### src/rtl/foo_pipe_arbiter.sv
// Round-robin front end sharing one foo pipeline among NUM_REQ requesters, with
// credited per-requester response FIFOs. Optional tag check: FOO_PIPE_ARB_TAG_CHECK_EN.

module foo_pipe_arbiter_lane #(
    parameter int DATA_WIDTH = 32,
    parameter int RESP_DEPTH = 2
) (
    input  logic                  clk,
    input  logic                  rst,
    input  logic                  accept_i,
    input  logic                  push_i,
    input  logic [DATA_WIDTH-1:0] push_data_i,
    input  logic                  resp_ready_i,
    output logic                  credit_ok_o,
    output logic                  resp_valid_o,
    output logic [DATA_WIDTH-1:0] resp_data_o
);
    localparam int AW = (RESP_DEPTH > 1) ? $clog2(RESP_DEPTH) : 1;
    localparam int CW = $clog2(RESP_DEPTH + 1);
    localparam logic [CW-1:0] DEPTH = CW'(RESP_DEPTH);
    localparam logic [AW-1:0] LAST  = AW'(RESP_DEPTH - 1);

    logic [RESP_DEPTH-1:0][DATA_WIDTH-1:0] mem_q;
    logic [AW-1:0] rd_q, rd_d, wr_q, wr_d;
    logic [CW-1:0] cnt_q, cnt_d, credit_q, credit_d;
    logic          pop;

    assign resp_valid_o = (cnt_q != '0);
    assign resp_data_o  = resp_valid_o ? mem_q[rd_q] : '0;
    assign credit_ok_o  = (credit_q != '0);
    assign pop          = resp_valid_o & resp_ready_i;

    always_comb begin
        rd_d     = rd_q;
        wr_d     = wr_q;
        cnt_d    = cnt_q;
        credit_d = credit_q;
        if (pop)    rd_d = (rd_q == LAST) ? '0 : rd_q + AW'(1);
        if (push_i) wr_d = (wr_q == LAST) ? '0 : wr_q + AW'(1);
        case ({push_i, pop})
            2'b10:   cnt_d = cnt_q + CW'(1);
            2'b01:   cnt_d = cnt_q - CW'(1);
            default: ;
        endcase
        // Credit tracks free FIFO slots including results still in flight.
        case ({accept_i, pop})
            2'b10:   credit_d = credit_q - CW'(1);
            2'b01:   credit_d = credit_q + CW'(1);
            default: ;
        endcase
    end

    always_ff @(posedge clk or negedge rst) begin
        if (!rst) begin
            mem_q    <= '0;
            rd_q     <= '0;
            wr_q     <= '0;
            cnt_q    <= '0;
            credit_q <= DEPTH;
        end else begin
            rd_q     <= rd_d;
            wr_q     <= wr_d;
            cnt_q    <= cnt_d;
            credit_q <= credit_d;
            if (push_i) mem_q[wr_q] <= push_data_i;
        end
    end
endmodule

module foo_pipe_arbiter #(
    parameter int NUM_REQ    = 4,
    parameter int DATA_WIDTH = 32,
    parameter int LATENCY    = 3,
    parameter int RESP_DEPTH = 2
) (
    input  logic                          clk,
    input  logic                          rst,
    input  logic [NUM_REQ-1:0]            req_valid,
    input  logic [NUM_REQ*DATA_WIDTH-1:0] req_data,
    output logic [NUM_REQ-1:0]            req_ready,
    output logic [NUM_REQ-1:0]            resp_valid,
    output logic [NUM_REQ*DATA_WIDTH-1:0] resp_data,
    input  logic [NUM_REQ-1:0]            resp_ready,
    output logic                          pipe_valid,
    output logic [DATA_WIDTH-1:0]         pipe_x,
    input  logic [DATA_WIDTH-1:0]         pipe_out,
    input  logic                          pipe_output_valid,
    output logic                          err
);
    localparam int IDW = $clog2(NUM_REQ);
    localparam logic [IDW-1:0] LAST_ID = IDW'(NUM_REQ - 1);

    logic [NUM_REQ-1:0][DATA_WIDTH-1:0] req_data_a, resp_data_a;
    logic [NUM_REQ-1:0] credit_ok, elig, gnt_oh, push;
    logic               gnt_any;
    logic [IDW-1:0]     gnt_idx, ptr_q, ptr_d, id_q;
    logic               pipe_valid_q;
    logic [DATA_WIDTH-1:0] pipe_x_q;
    logic [LATENCY-1:0]    vld_pipe_q;
    logic [LATENCY-1:0][IDW-1:0] id_pipe_q;
    logic               wr_en;
    logic [IDW-1:0]     wr_id;

    assign req_data_a = req_data;
    assign resp_data  = resp_data_a;
    assign elig       = req_valid & credit_ok;

    // First pass finds eligible indices at/after ptr, second pass covers the wrap.
    always_comb begin
        gnt_any = 1'b0;
        gnt_idx = '0;
        for (int i = 0; i < NUM_REQ; i++) begin
            if (!gnt_any && elig[i] && (IDW'(i) >= ptr_q)) begin
                gnt_any = 1'b1;
                gnt_idx = IDW'(i);
            end
        end
        for (int i = 0; i < NUM_REQ; i++) begin
            if (!gnt_any && elig[i]) begin
                gnt_any = 1'b1;
                gnt_idx = IDW'(i);
            end
        end
    end

    always_comb begin
        gnt_oh = '0;
        if (gnt_any && rst) gnt_oh[gnt_idx] = 1'b1;
    end
    assign req_ready = gnt_oh;

    assign ptr_d = !gnt_any ? ptr_q :
                   (gnt_idx == LAST_ID) ? '0 : gnt_idx + IDW'(1);

    always_ff @(posedge clk or negedge rst) begin
        if (!rst) begin
            ptr_q        <= '0;
            pipe_valid_q <= 1'b0;
            pipe_x_q     <= '0;
            id_q         <= '0;
            vld_pipe_q   <= '0;
            id_pipe_q    <= '0;
        end else begin
            ptr_q        <= ptr_d;
            pipe_valid_q <= gnt_any;
            if (gnt_any) begin
                pipe_x_q <= req_data_a[gnt_idx];
                id_q     <= gnt_idx;
            end
            vld_pipe_q[0] <= pipe_valid_q;
            id_pipe_q[0]  <= id_q;
            for (int s = 1; s < LATENCY; s++) begin
                vld_pipe_q[s] <= vld_pipe_q[s-1];
                id_pipe_q[s]  <= id_pipe_q[s-1];
            end
        end
    end

    assign pipe_valid = pipe_valid_q;
    assign pipe_x     = pipe_x_q;
    assign wr_en      = vld_pipe_q[LATENCY-1];
    assign wr_id      = id_pipe_q[LATENCY-1];

`ifdef FOO_PIPE_ARB_TAG_CHECK_EN
    logic err_q;
    always_ff @(posedge clk or negedge rst) begin
        if (!rst)                           err_q <= 1'b0;
        else if (pipe_output_valid != wr_en) err_q <= 1'b1;
    end
    assign err = err_q;
`else
    logic unused_out_vld;
    assign unused_out_vld = pipe_output_valid;
    assign err = 1'b0;
`endif

    for (genvar i = 0; i < NUM_REQ; i++) begin : g_lane
        assign push[i] = wr_en & (wr_id == IDW'(i));
        foo_pipe_arbiter_lane #(
            .DATA_WIDTH(DATA_WIDTH),
            .RESP_DEPTH(RESP_DEPTH)
        ) u_lane (
            .clk          (clk),
            .rst          (rst),
            .accept_i     (req_valid[i] & req_ready[i]),
            .push_i       (push[i]),
            .push_data_i  (pipe_out),
            .resp_ready_i (resp_ready[i]),
            .credit_ok_o  (credit_ok[i]),
            .resp_valid_o (resp_valid[i]),
            .resp_data_o  (resp_data_a[i])
        );
    end
endmodule

### config.mk
export PLATFORM = sky130hd
export DESIGN_NAME = foo_pipe_arbiter
export DESIGN_NICKNAME = d
export VERILOG_FILES = /design/src/rtl/foo_pipe_arbiter.sv
export SDC_FILE = /design/constraint.sdc
export NUM_CORES = 1
export LEC_CHECK = 0
export ABC_AREA = 0
export BUFFER_PORTS_ARGS = -buffer_cell sky130_fd_sc_hd__buf_2
export CORE_UTILIZATION = 45
export CTS_BUF_LIST = sky130_fd_sc_hd__clkbuf_8
export DETAILED_ROUTE_END_ITERATION = 7
export GPL_TIMING_DRIVEN = 0
export PLACE_DENSITY_LB_ADDON = 0.25
export SYNTH_ARGS = -nofsm -noshare
export SYNTH_HDL_FRONTEND = slang
export SYNTH_HIERARCHICAL = 1
export SYNTH_SLANG_ARGS = --single-unit
### constraint.sdc
create_clock -name clk -period 2.5 [get_ports clk]
set_input_delay 0.5 -clock clk [delete_from_list [all_inputs] [get_ports clk]]
set_output_delay 0.5 -clock clk [all_outputs]
set_load 0.03 [all_outputs]
==> run metrics <==
pre-CTS setup slack=-0.511 ns; Final Cell Area=0.0194 mm2; max-cap violation count=0; final setup violation count=7; vias per inst=5.13; FF-to-FF setup slack=-0.13 ns; Global Route Usage Sum=22.8%; DR iter-0 viols=477; fin crit share=118%; status=complete, but fails checks; CTS tree=built; Worst-Skew Late Latency=0.62 ns; Tmin final=2.95 ns; TNS Setup=-1.98 ns; die area=0.0350 mm2; CP startpoint kind=flip-flop; worst reg2reg path depth=14; cells after synthesis=1164; initial antenna violation count=2; I/O Buffers=338; Rel. slew slack=56.7%; slowest CP cell=dfrtp_1; VDD IR max=0.000836 V; row cnt=67; critical path class=flip-flop to primary output; crit path cell chain=or2_4 -> and2_4 -> a311oi_4 -> a2bb2oi_4 -> buf_12 -> inv_8 -> ha_4 -> and3_4 -> buf_6; FMAX=338 MHz; die height=187 um; #FFs+latches synth=326; WL/cell=19.2 um; Yosys Warn Count=6; CP Capture Point=req_ready[0]; final-report hold violation count=0; Required @ worst endpoint=2.00 ns; reg2reg end=g_lane[3].u_lane/credit_q[1]$_DFFE_PN1P_; CTS H-tree depth=2; global-route wire length before repair=61.7 mm; Hold Path Class=primary input to flip-flop; most common flop cell mapped by yosys=dfrtp_1; Die Wd=187 um; sequential share of the synthesized area=53.0%; gr ovfl total=0; share of cells above drive strength 1=51.2%; Post-synth EDFFs=0; Max stage delay on crit path=0.38 ns; root buf cell=clkbuf_8; core area=0.0336 mm2; Mapped Area=0.0154 mm2; clk sink count=326; Area Overhead vs Synth=26.3%; syn_area_per_cell=13.2 um2; Post-Route WL=39.7 mm; Initial Utilization=45.8%; worst r2r src=g_lane[1].u_lane/credit_q[0]$_DFFE_PN0P_; Pwr Density=1680 mW/mm2; Slew Viols, Final=0; Vias=10.6k; DR pass1 iterations=4; setup ws final=-0.454 ns; beginning of the critical path=g_lane[1].u_lane/credit_q[0]$_DFFE_PN0P_; CTS buffer count=55; Worst-path clk slew=0.06 ns; Final ANT Viol Nets=0; fin nets=1763; RSZ-0062 raised after global routing=yes; maximum clock path buffer count=3; drt drc=0; asr flop ratio synth=100%; Post-Syn Nets=1347; Leakage=9.33 nW; pin count of the biggest net entering global routing=125; total placed instance area=0.0179 mm2; worst-margin pin slew=0.649 ns; vias in the first global route=11.2k; crit path DAT=2.45 ns; post-synthesis cell type count=37; failing checks=setup timing; worst clock skew=0.0507 ns; I/O pin cnt=341; GPL Wtd Cong=0.847; Critical Path End Type=primary output; CP Max Fanout=6; hpwl dp=27.9 mm
## kinds of logic (layout without fill, tap and decap cells)
kind of cell | count (synthesis) | count (layout) | share of synthesized area, %
buffers and inverters | 86 | 542 | 3.45
XOR/XNOR | 32 | 32 | 1.82
multiplexers | 448 | 448 | 31.2
AND/OR/NAND/NOR | 215 | 215 | 5.91
adder cells (fa/ha/maj) | 12 | 12 | 0.975
AO/OA/AOI/OAI | 44 | 44 | 3.60
flip-flops | 326 | 326 | 53.0
other | 1 | 2 | 0.0244
## layout make-up
cell class / instances / area (um2)
Fill cell: 2846 / 14200
Inverter: 16 / 75.1
Timing Repair Buffer: 363 / 2040
Clock inverter: 28 / 161
Tap cell: 448 / 561
Buffer: 66 / 556
Clock buffer: 69 / 950
Sequential cell: 326 / 8160
Antenna cell: 1 / 2.50
Multi-Input combinational cell: 752 / 6940
## how the worst min path moves through the flow
stage	start	end	slack, ns	cells after the start
final	pipe_out[21]	g_lane[1].u_lane/mem_q[53]$_DFFE_PN0P_	0.23	2
after CTS	rst	g_lane[2].u_lane/mem_q[34]$_DFFE_PN0P_	-0.07	1
after floorplan	rst	g_lane[0].u_lane/cnt_q[0]$_DFFE_PN0P_	0.20	0
after detailed placement	id_pipe_q[1]$_DFF_PN0_	id_pipe_q[3]$_DFF_PN0_	0.33	0
after global placement	id_pipe_q[3]$_DFF_PN0_	wr_id[1]$_DFF_PN0_	0.34	0
after global routing	pipe_out[21]	g_lane[3].u_lane/mem_q[53]$_DFFE_PN0P_	0.21	2
## synth_stat cells, drive strengths merged (3+ instances only)
master	instances	area, um2
nand3b	3	22.5
nor2	179	702
xnor2	12	105
dfstp	4	105
a221oi	32	455
o21ai	4	20.0
xor2	20	175
nand2	11	43.8
buf	55	414
mux2	256	2880
clkbuf	15	56.3
or2	4	25.0
inv	16	60.1
and2	10	62.6
mux2i	192	1920
ha	12	150
and3	5	31.3
dfrtp	322	8060
## critical path, delay by kind of cell (launching register included)
family | cells | cell delay [ns]
flops | 1 | 0.38
simple gates | 3 | 0.59
buf+inv | 3 | 0.32
compound gates | 2 | 0.45
fa+ha+maj | 1 | 0.14
## cell usage in the layout, fill, tap and decap left out, types with 5 or more instances in the layout
cell type and instances:
a221oi_2 28, and2_1 5, and2_4 5, buf_12 7, buf_2 338, buf_4 46
buf_6 17, clkbuf_4 8, clkbuf_8 70, dfrtp_1 322, ha_4 7, inv_1 30
mux2_1 8, mux2_2 248, mux2i_1 192, nand2_1 8, nor2_1 169, nor2_4 8
xnor2_1 11, xor2_1 20
## report_power, final
group          switching [mW]  leakage (nW)  internal [mW]  total [mW]
clock                    2.13         0.650           2.59        4.72
combinational            10.8          4.88           7.61        18.4
sequential               1.43          3.80           8.09        9.51
total                    14.3          9.33           18.3        32.6
## routing by layer
metal | global-route usage (%) | part of all wire [%] | vias to the layer above
li1 | - | - | 4926
met3 | 4.37 | 4.9 | 69
met4 | 8.29 | 3.0 | 2
met2 | 39.4 | 49 | 324
met5 | 0 | 0.020 | -
met1 | 28.6 | 43 | 5288
## what timing repair did
action	in CTS	in global routing
buffers inserted	18	2
endpoints found under the setup margin	142	80
resized for setup	66	23
pin swaps	16	11
endpoints found under the hold margin	79	38
## sequential cells by signal, summed over array words and instances (netlist names)
name	flops
id_pipe_q	4
ptr_q	2
g_lane.u_lane/mem_q	256
g_lane.u_lane/wr_q	4
vld_pipe_q	3
g_lane.u_lane/rd_q	4
pipe_valid	1
id_q	2
g_lane.u_lane/credit_q	8
wr_id	2
pipe_x	32
g_lane.u_lane/cnt_q	8
## metrics by stage
step	util (%)	total power [mW]	hold WS [ns]	instances
floorplan	-	22.5	0.204	1164
global placement	52.9	27.0	0.335	1950
detailed placement	53.1	27.4	0.335	1952
CTS	57.4	32.8	-0.0725	2065
global route	57.8	34.6	0.212	2068
finish	57.8	32.6	0.232	2069
No activity file was read; power rests on OpenSTA's default activity.
